## config.mk

```make
export PLATFORM = sky130hd
export DESIGN_NAME = pps_discipline_ctrl
export DESIGN_NICKNAME = d
export VERILOG_FILES = /design/src/rtl/pps_pkg.sv /design/src/rtl/pps_in_sync.sv /design/src/rtl/pps_discipline_ctrl.sv
export SDC_FILE = /design/constraint.sdc
export NUM_CORES = 1
export LEC_CHECK = 0
export ABC_AREA = 1
export CAP_MARGIN = 0
export CELL_PAD_IN_SITES_DETAIL_PLACEMENT = 0
export CELL_PAD_IN_SITES_GLOBAL_PLACEMENT = 1
export CORE_ASPECT_RATIO = 2
export CORE_MARGIN = 2
export CORE_UTILIZATION = 28
export DETAILED_ROUTE_END_ITERATION = 7
export DONT_BUFFER_PORTS = 1
export GPL_ROUTABILITY_DRIVEN = 1
export GPL_TIMING_DRIVEN = 0
export PLACE_DENSITY = 0.49
export REMOVE_ABC_BUFFERS = 1
export SYNTH_ARGS = -nofsm -noshare
export SYNTH_HDL_FRONTEND = slang
export SYNTH_SLANG_ARGS = --single-unit
```

## constraint.sdc

```tcl
create_clock -name clk_pps -period 2.8 [get_ports clk_pps]
set_clock_uncertainty 0.1 [all_clocks]
set_input_delay 0.84 -clock clk_pps [delete_from_list [all_inputs] [get_ports clk_pps]]
set_output_delay 0.84 -clock clk_pps [all_outputs]
set_load 0.1 [all_outputs]
```

## src/rtl/pps_pkg.sv

```systemverilog
// Purpose: shared selection codes, FSM encoding and selection stepping for PPS discipline.
// Latency: n/a (package only).
// Backpressure: n/a.
package pps_pkg;

    typedef enum logic [1:0] {
        ST_IDLE    = 2'd0,
        ST_MEASURE = 2'd1,
        ST_EVAL    = 2'd2
    } state_t;

    localparam logic [1:0] SEL_NOM  = 2'd0;
    localparam logic [1:0] SEL_SLOW = 2'd1;
    localparam logic [1:0] SEL_MID  = 2'd2;
    localparam logic [1:0] SEL_FAST = 2'd3;

    // Manual stepping order nominal -> slow -> mid -> fast -> nominal.
    function automatic logic [1:0] step_sel(input logic [1:0] sel);
        return sel + 2'd1;
    endfunction

endpackage

```

## src/rtl/pps_in_sync.sv

```systemverilog
// Purpose: 2-flop synchroniser for a raw pin plus a one-cycle rising-edge pulse.
// Latency: pulse is sampled by the consumer 3 clock edges after the pin transition.
// Backpressure: none; free-running.
module pps_in_sync (
    input  logic clk,
    input  logic rst_n,
    input  logic din,
    output logic rise
);

    logic s1_q, s1_d;
    logic s2_q, s2_d;
    logic s3_q, s3_d;

    // Shift the pin through the synchroniser and one extra stage for edge detect.
    always_comb begin
        s1_d = din;
        s2_d = s1_q;
        s3_d = s2_q;
    end

    // Synchroniser and edge-history registers.
    always_ff @(posedge clk or negedge rst_n) begin
        if (!rst_n) begin
            s1_q <= 1'b0;
            s2_q <= 1'b0;
            s3_q <= 1'b0;
        end else begin
            s1_q <= s1_d;
            s2_q <= s2_d;
            s3_q <= s3_d;
        end
    end

    assign rise = s2_q & ~s3_q;

endmodule

```

## src/rtl/pps_discipline_ctrl.sv

```systemverilog
// Purpose: measures local-PPS vs pps_in phase each second and steers the timer increment select.
// Latency: a_incr_sel/phase_err/err_valid update 1 cycle after the local_pps that ends a second.
// Backpressure: none; one evaluation per local_pps.
module pps_discipline_ctrl
    import pps_pkg::*;
#(
    parameter int PERIOD_CYCLES = 120000000,
    parameter int CNT_W         = 27,
    parameter int DEADBAND      = 12,
    parameter int LOCK_COUNT    = 4,
    parameter int MAX_MISS      = 3
) (
    input  logic             clk_pps,
    input  logic             reset_pps_n,
    input  logic             pps_in,
    input  logic             local_pps,
    input  logic             button2_pulse,
    input  logic             auto_en,
    output logic [1:0]       a_incr_sel,
    output logic             locked,
    output logic [CNT_W:0]   phase_err,
    output logic             err_valid
);

    localparam int LW = $clog2(LOCK_COUNT + 1);
    localparam int MW = $clog2(MAX_MISS + 1);
    localparam logic [CNT_W-1:0]        HALF     = CNT_W'(PERIOD_CYCLES / 2);
    localparam logic [CNT_W-1:0]        CNT_MAX  = '1;
    localparam logic signed [CNT_W:0]   PERIOD_S = (CNT_W+1)'(PERIOD_CYCLES);
    localparam logic signed [CNT_W:0]   DB_POS   = (CNT_W+1)'(DEADBAND);
    localparam logic signed [CNT_W:0]   DB_NEG   = -DB_POS;
    localparam logic [LW-1:0]           LOCK_MAX = LW'(LOCK_COUNT);
    localparam logic [MW-1:0]           MISS_MAX = MW'(MAX_MISS);

    state_t                  state_q, state_d;
    logic [CNT_W-1:0]        cnt_q, cnt_d;
    logic [CNT_W-1:0]        cap_q, cap_d;
    logic                    seen_q, seen_d;
    logic [MW-1:0]           miss_q, miss_d;
    logic [LW-1:0]           lock_cnt_q, lock_cnt_d;
    logic                    locked_q, locked_d;
    logic [1:0]              sel_q, sel_d;
    logic signed [CNT_W:0]   err_q, err_d;
    logic                    err_vld_q, err_vld_d;
    logic                    manual_q, manual_d;
    logic                    auto_en_q, auto_en_d;

    logic                    pps_edge;
    logic                    auto_active;
    logic                    in_band;
    logic signed [CNT_W:0]   cap_s;
    logic signed [CNT_W:0]   eval_err;

    pps_in_sync u_sync (
        .clk   (clk_pps),
        .rst_n (reset_pps_n),
        .din   (pps_in),
        .rise  (pps_edge)
    );

    // Fold the captured count into a signed error around the nominal second.
    always_comb begin
        cap_s    = $signed({1'b0, cap_q});
        eval_err = (cap_q < HALF) ? cap_s : (cap_s - PERIOD_S);
        in_band  = (eval_err <= DB_POS) && (eval_err >= DB_NEG);
    end

    assign auto_active = auto_en & ~manual_q;

    // Next-state: measurement FSM, evaluation at the second boundary, manual override last.
    always_comb begin
        state_d    = state_q;
        cnt_d      = cnt_q;
        cap_d      = cap_q;
        seen_d     = seen_q;
        miss_d     = miss_q;
        lock_cnt_d = lock_cnt_q;
        locked_d   = locked_q;
        sel_d      = sel_q;
        err_d      = err_q;
        err_vld_d  = 1'b0;
        manual_d   = manual_q;
        auto_en_d  = auto_en;

        case (state_q)
            ST_IDLE: begin
                if (local_pps) begin
                    // cnt_q holds "cycles since local_pps"; the pulse cycle itself is count 0.
                    cnt_d   = CNT_W'(1);
                    seen_d  = 1'b0;
                    state_d = ST_MEASURE;
                end
            end
            ST_MEASURE, ST_EVAL: begin
                state_d = ST_MEASURE;
                cnt_d   = (cnt_q == CNT_MAX) ? cnt_q : cnt_q + CNT_W'(1);
                if (pps_edge && !seen_q) begin
                    seen_d = 1'b1;
                    cap_d  = cnt_q;
                end
                if (local_pps) begin
                    // Close the old second and open the new one in the same cycle;
                    // a coincident edge belongs to the new second at count 0.
                    state_d = ST_EVAL;
                    cnt_d   = CNT_W'(1);
                    seen_d  = pps_edge;
                    cap_d   = '0;
                    if (seen_q) begin
                        err_d     = eval_err;
                        err_vld_d = 1'b1;
                        miss_d    = '0;
                        if (in_band) begin
                            lock_cnt_d = (lock_cnt_q == LOCK_MAX) ? lock_cnt_q : lock_cnt_q + LW'(1);
                            locked_d   = (lock_cnt_d == LOCK_MAX);
                        end else begin
                            lock_cnt_d = '0;
                            locked_d   = 1'b0;
                        end
                        if (auto_active) begin
                            if (eval_err > DB_POS)      sel_d = SEL_SLOW;
                            else if (eval_err < DB_NEG) sel_d = SEL_FAST;
                            else                        sel_d = SEL_MID;
                        end
                    end else begin
                        miss_d = (miss_q == MISS_MAX) ? miss_q : miss_q + MW'(1);
                        if (miss_d == MISS_MAX) begin
                            lock_cnt_d = '0;
                            locked_d   = 1'b0;
                            if (auto_active) sel_d = SEL_NOM;
                        end
                    end
                end
            end
            default: state_d = ST_IDLE;
        endcase

        // Returning to automatic mode forgets an earlier manual override.
        if (auto_en && !auto_en_q) manual_d = 1'b0;
        // A button press always wins over an evaluation in the same cycle.
        if (button2_pulse) begin
            manual_d = 1'b1;
            sel_d    = step_sel(sel_q);
        end
    end

    // State and output registers.
    always_ff @(posedge clk_pps or negedge reset_pps_n) begin
        if (!reset_pps_n) begin
            state_q    <= ST_IDLE;
            cnt_q      <= '0;
            cap_q      <= '0;
            seen_q     <= 1'b0;
            miss_q     <= '0;
            lock_cnt_q <= '0;
            locked_q   <= 1'b0;
            sel_q      <= SEL_MID;
            err_q      <= '0;
            err_vld_q  <= 1'b0;
            manual_q   <= 1'b0;
            auto_en_q  <= 1'b0;
        end else begin
            state_q    <= state_d;
            cnt_q      <= cnt_d;
            cap_q      <= cap_d;
            seen_q     <= seen_d;
            miss_q     <= miss_d;
            lock_cnt_q <= lock_cnt_d;
            locked_q   <= locked_d;
            sel_q      <= sel_d;
            err_q      <= err_d;
            err_vld_q  <= err_vld_d;
            manual_q   <= manual_d;
            auto_en_q  <= auto_en_d;
        end
    end

    assign a_incr_sel = sel_q;
    assign locked     = locked_q;
    assign phase_err  = err_q;
    assign err_valid  = err_vld_q;

endmodule

```

==> impl_metrics.tcl <==
set metrics [dict create \
    dp_cells 896 \
    path_class "reg2reg" \
    critPathCaptureType "register" \
    cp_max_fo 8 \
    r2r-end "lock_cnt_q[2]$_DFFE_PN0P_" \
    crit_path_start_kind "register" \
    synthFlopType "dfrtp_1" \
    yosys.area.top_type "dfrtp_1" \
    syn_inst 695 \
    path_cells "nor2_2, nand3_1, nor2_4, buf_4, nand2_4, nand2_1, nor2_4, nand2_1, nand2_1, nor2_1, nand2_1, nor2_1, nand3_1, nand2_2, nand2_2, nor2_4, nand2_1, o21ai_0" \
    start_util_pct 28.7 \
    die_x_um 101 \
    clock_sinks 99 \
    grt_pass1_vias 4483 \
    finalHoldViolations 0 \
    syn2layout_area_growth_pct 16.3 \
    fin_cells 940 \
    synth.most_common_cell "nand2_1" \
    drive_above_1_share_pct 13.4 \
    postRouteWirelength_um 15500 \
    nets 731 \
    cap_violations 0 \
    path_clk_slew_ps 70 \
    place_area_um2 5470 \
    wire_per_inst_um 16.5 \
    combinationalPowerShare_pct 19.0 \
    core-area_um2 18300 \
    gp_congestion 0.839 \
    crit_buf_inv 1 \
    max_slew_margin_pct 33.7 \
    ir_worst_vdd_mv 0.396 \
    status "finished clean" \
    power.internal_w 0.00262 \
    cp.depth 18 \
    syn_area_per_cell_um2 7.55 \
    row_count 70 \
    ios 38 \
    yosys_warnings 0 \
    grt_max_degree 100 \
    antenna_left 0 \
    crit_required_ps 2970 \
    ys_ff_latch 99 \
    grt_usage_pct 16.1 \
    synth_seq_area_share_pct 47.2 \
    finalSetupTns_ps 0 \
    crit_arrival_ps 2760 \
    synth.area.top_cells "dfrtp_1, nand2_1, inv_1, o21ai_0, nor2_1" \
    port_buffers 0 \
    n_antenna_cell 0 \
    cpPeakStageDelay_ps 460 \
    crit_start "cap_q[21]$_DFFE_PN0P_" \
    worst_pin_slew_ps 991 \
    p_leak_nw 2.88 \
    endpoint "lock_cnt_q[2]$_DFFE_PN0P_" \
    die-area_um2 19900 \
    reg2reg_slack_ps 200 \
    async_flop_share_pct 100 \
    finalCritPeriodShare_pct 92.8 \
    final_core_util_pct 33.3 \
    synth_edf_count 0 \
    tritoncts "yes" \
    synth_top_area_share_pct 46.7 \
    drcViolationCount 0 \
    r2r-start "cap_q[21]$_DFFE_PN0P_" \
    cts-buffers-inserted 9 \
    post-route-min-period_ps 2600 \
    clock.fmax_mhz 385 \
    first_pass_iters 4 \
    reg2reg_depth 18 \
    cellPowerDensity_nw_per_um2 885 \
    design_area_um2 6100 \
    grt_antenna_before_repair 0 \
    root_buffer "clkbuf_16" \
    yosysUniqueCellTypes 37 \
    worstHoldPathType "in2async" \
    via_per_inst 4.84 \
    htreeDepth 3 \
    dieHeight_um 198 \
    ys_top_cells_by_count "nand2_1, dfrtp_1, inv_1" \
    hpwl_um 11300 \
    grt_pass1_wl_um 24300 \
    cts_max_path_buffers 2 \
    grt_overflow 0 \
    pwr-share-clk_pct 23.4 \
    timing.critical_path.mode_cell "nand2_1" \
    swShare_pct 51.6 \
    synthesis.area_um2 5250 \
    postCtsHoldBufs 0 \
    drt_iter0_markers 189 \
    dr_total_vias 4553 \
    setup-violations-final 0 \
    seq_power_share_pct 57.6 \
    power_switching_w 0.00279 \
    crit_family "simple AND/OR/NAND/NOR gates" \
    slew_violations 0 \
    clk_latency_ps 360 \
    cp_slowest_cell "dfrtp_2" \
]
## power by group through the flow
stage               registers [W]  logic [W]  clock network (W)
detailed placement        0.00315   0.000934                  0
global route              0.00315    0.00119            0.00137
floorplan                 0.00310   0.000647                  0
CTS                       0.00312   0.000987            0.00132
global placement          0.00314   0.000903                  0
finish                    0.00311    0.00103            0.00126
## worst min-delay path by stage
| stage | from | cells past startpoint | end | slack (ps) |
|---|---|---|---|---|
| after floorplan | u_sync.s1_q$_DFF_PN0_ | 0 | u_sync.s2_q$_DFF_PN0_ | 230 |
| after global placement | u_sync.s1_q$_DFF_PN0_ | 0 | u_sync.s2_q$_DFF_PN0_ | 240 |
| after detailed placement | u_sync.s1_q$_DFF_PN0_ | 0 | u_sync.s2_q$_DFF_PN0_ | 240 |
| after CTS | reset_pps_n | 0 | cnt_q[11]$_DFFE_PN0P_ | 60 |
| after global routing | reset_pps_n | 0 | cnt_q[11]$_DFFE_PN0P_ | 60 |
| final | reset_pps_n | 0 | phase_err[25]$_DFFE_PN0P_ | 80 |
## cells by family after synthesis
family	count (synthesis)	share of synthesized area, %
compound gates	120	12.6
xor+xnor	8	1.33
fa+ha+maj	6	1.43
buf+inv	120	9.01
flops	99	47.2
simple gates	342	28.4
## final cells by class
class | count | area [um^2]
clock inverters | 6 | 58.8
flip-flops and latches | 99 | 2480
fillers | 1973 | 12200
inverters | 104 | 395
multi-input cells | 480 | 2440
well taps | 216 | 270
clock buffers | 10 | 239
repair buffers | 25 | 220
## per-stage QoR
stage	power (W)	setup WS [ps]	hold WS (ps)
global placement	0.00404	-640	237
finish	0.00541	201	78.7
floorplan	0.00374	231	231
detailed placement	0.00408	-616	238
global route	0.00571	-34.0	59.0
CTS	0.00543	7.10	58.1
## sequential cells by signal, indices dropped and copies added, names as in the netlist
register     flops
u_sync.s2_q      1
auto_en_q        1
state_q          2
err_valid        1
phase_err       28
lock_cnt_q       3
u_sync.s1_q      1
a_incr_sel       2
u_sync.s3_q      1
seen_q           1
miss_q           2
manual_q         1
cnt_q           27
locked           1
cap_q           27
## layout by cell type (no fill, tap or decap), types with 4 or more instances in the layout
cell type and instances:
a21oi_1 23, o21ai_0 62, nor3_1 17, o22ai_1 20, nand4_1 17, buf_4 23, nand2_1 172, nand3_1 42
inv_1 96, nor2_2 9, xor2_1 7, dfrtp_2 4, inv_2 6, nand2_2 14, ha_1 5, nor2_1 55
a31oi_1 5, clkbuf_16 9, dfrtp_1 94, nor2_4 7
## repair_timing
item,CTS,global route
gates resized for setup,15,21
buffers inserted,4,20
pin swaps,4,6
endpoints found under the hold margin,0,0
setup endpoints to repair,47,46
gates cloned,2,2
## routing by layer
metal  share of wire [%]  global-route usage, %  wire length, um  vias to the layer above
li1                    -                      -                -                     2311
met1                  39                   17.3             6010                     2161
met2                  57                   30.7             8760                       58
met3                 1.5                   2.23              230                       23
met4                 3.2                   6.60              490                        0
met5                   0                      0                0                        -
Note: power is estimated with default switching activity, not from simulation.
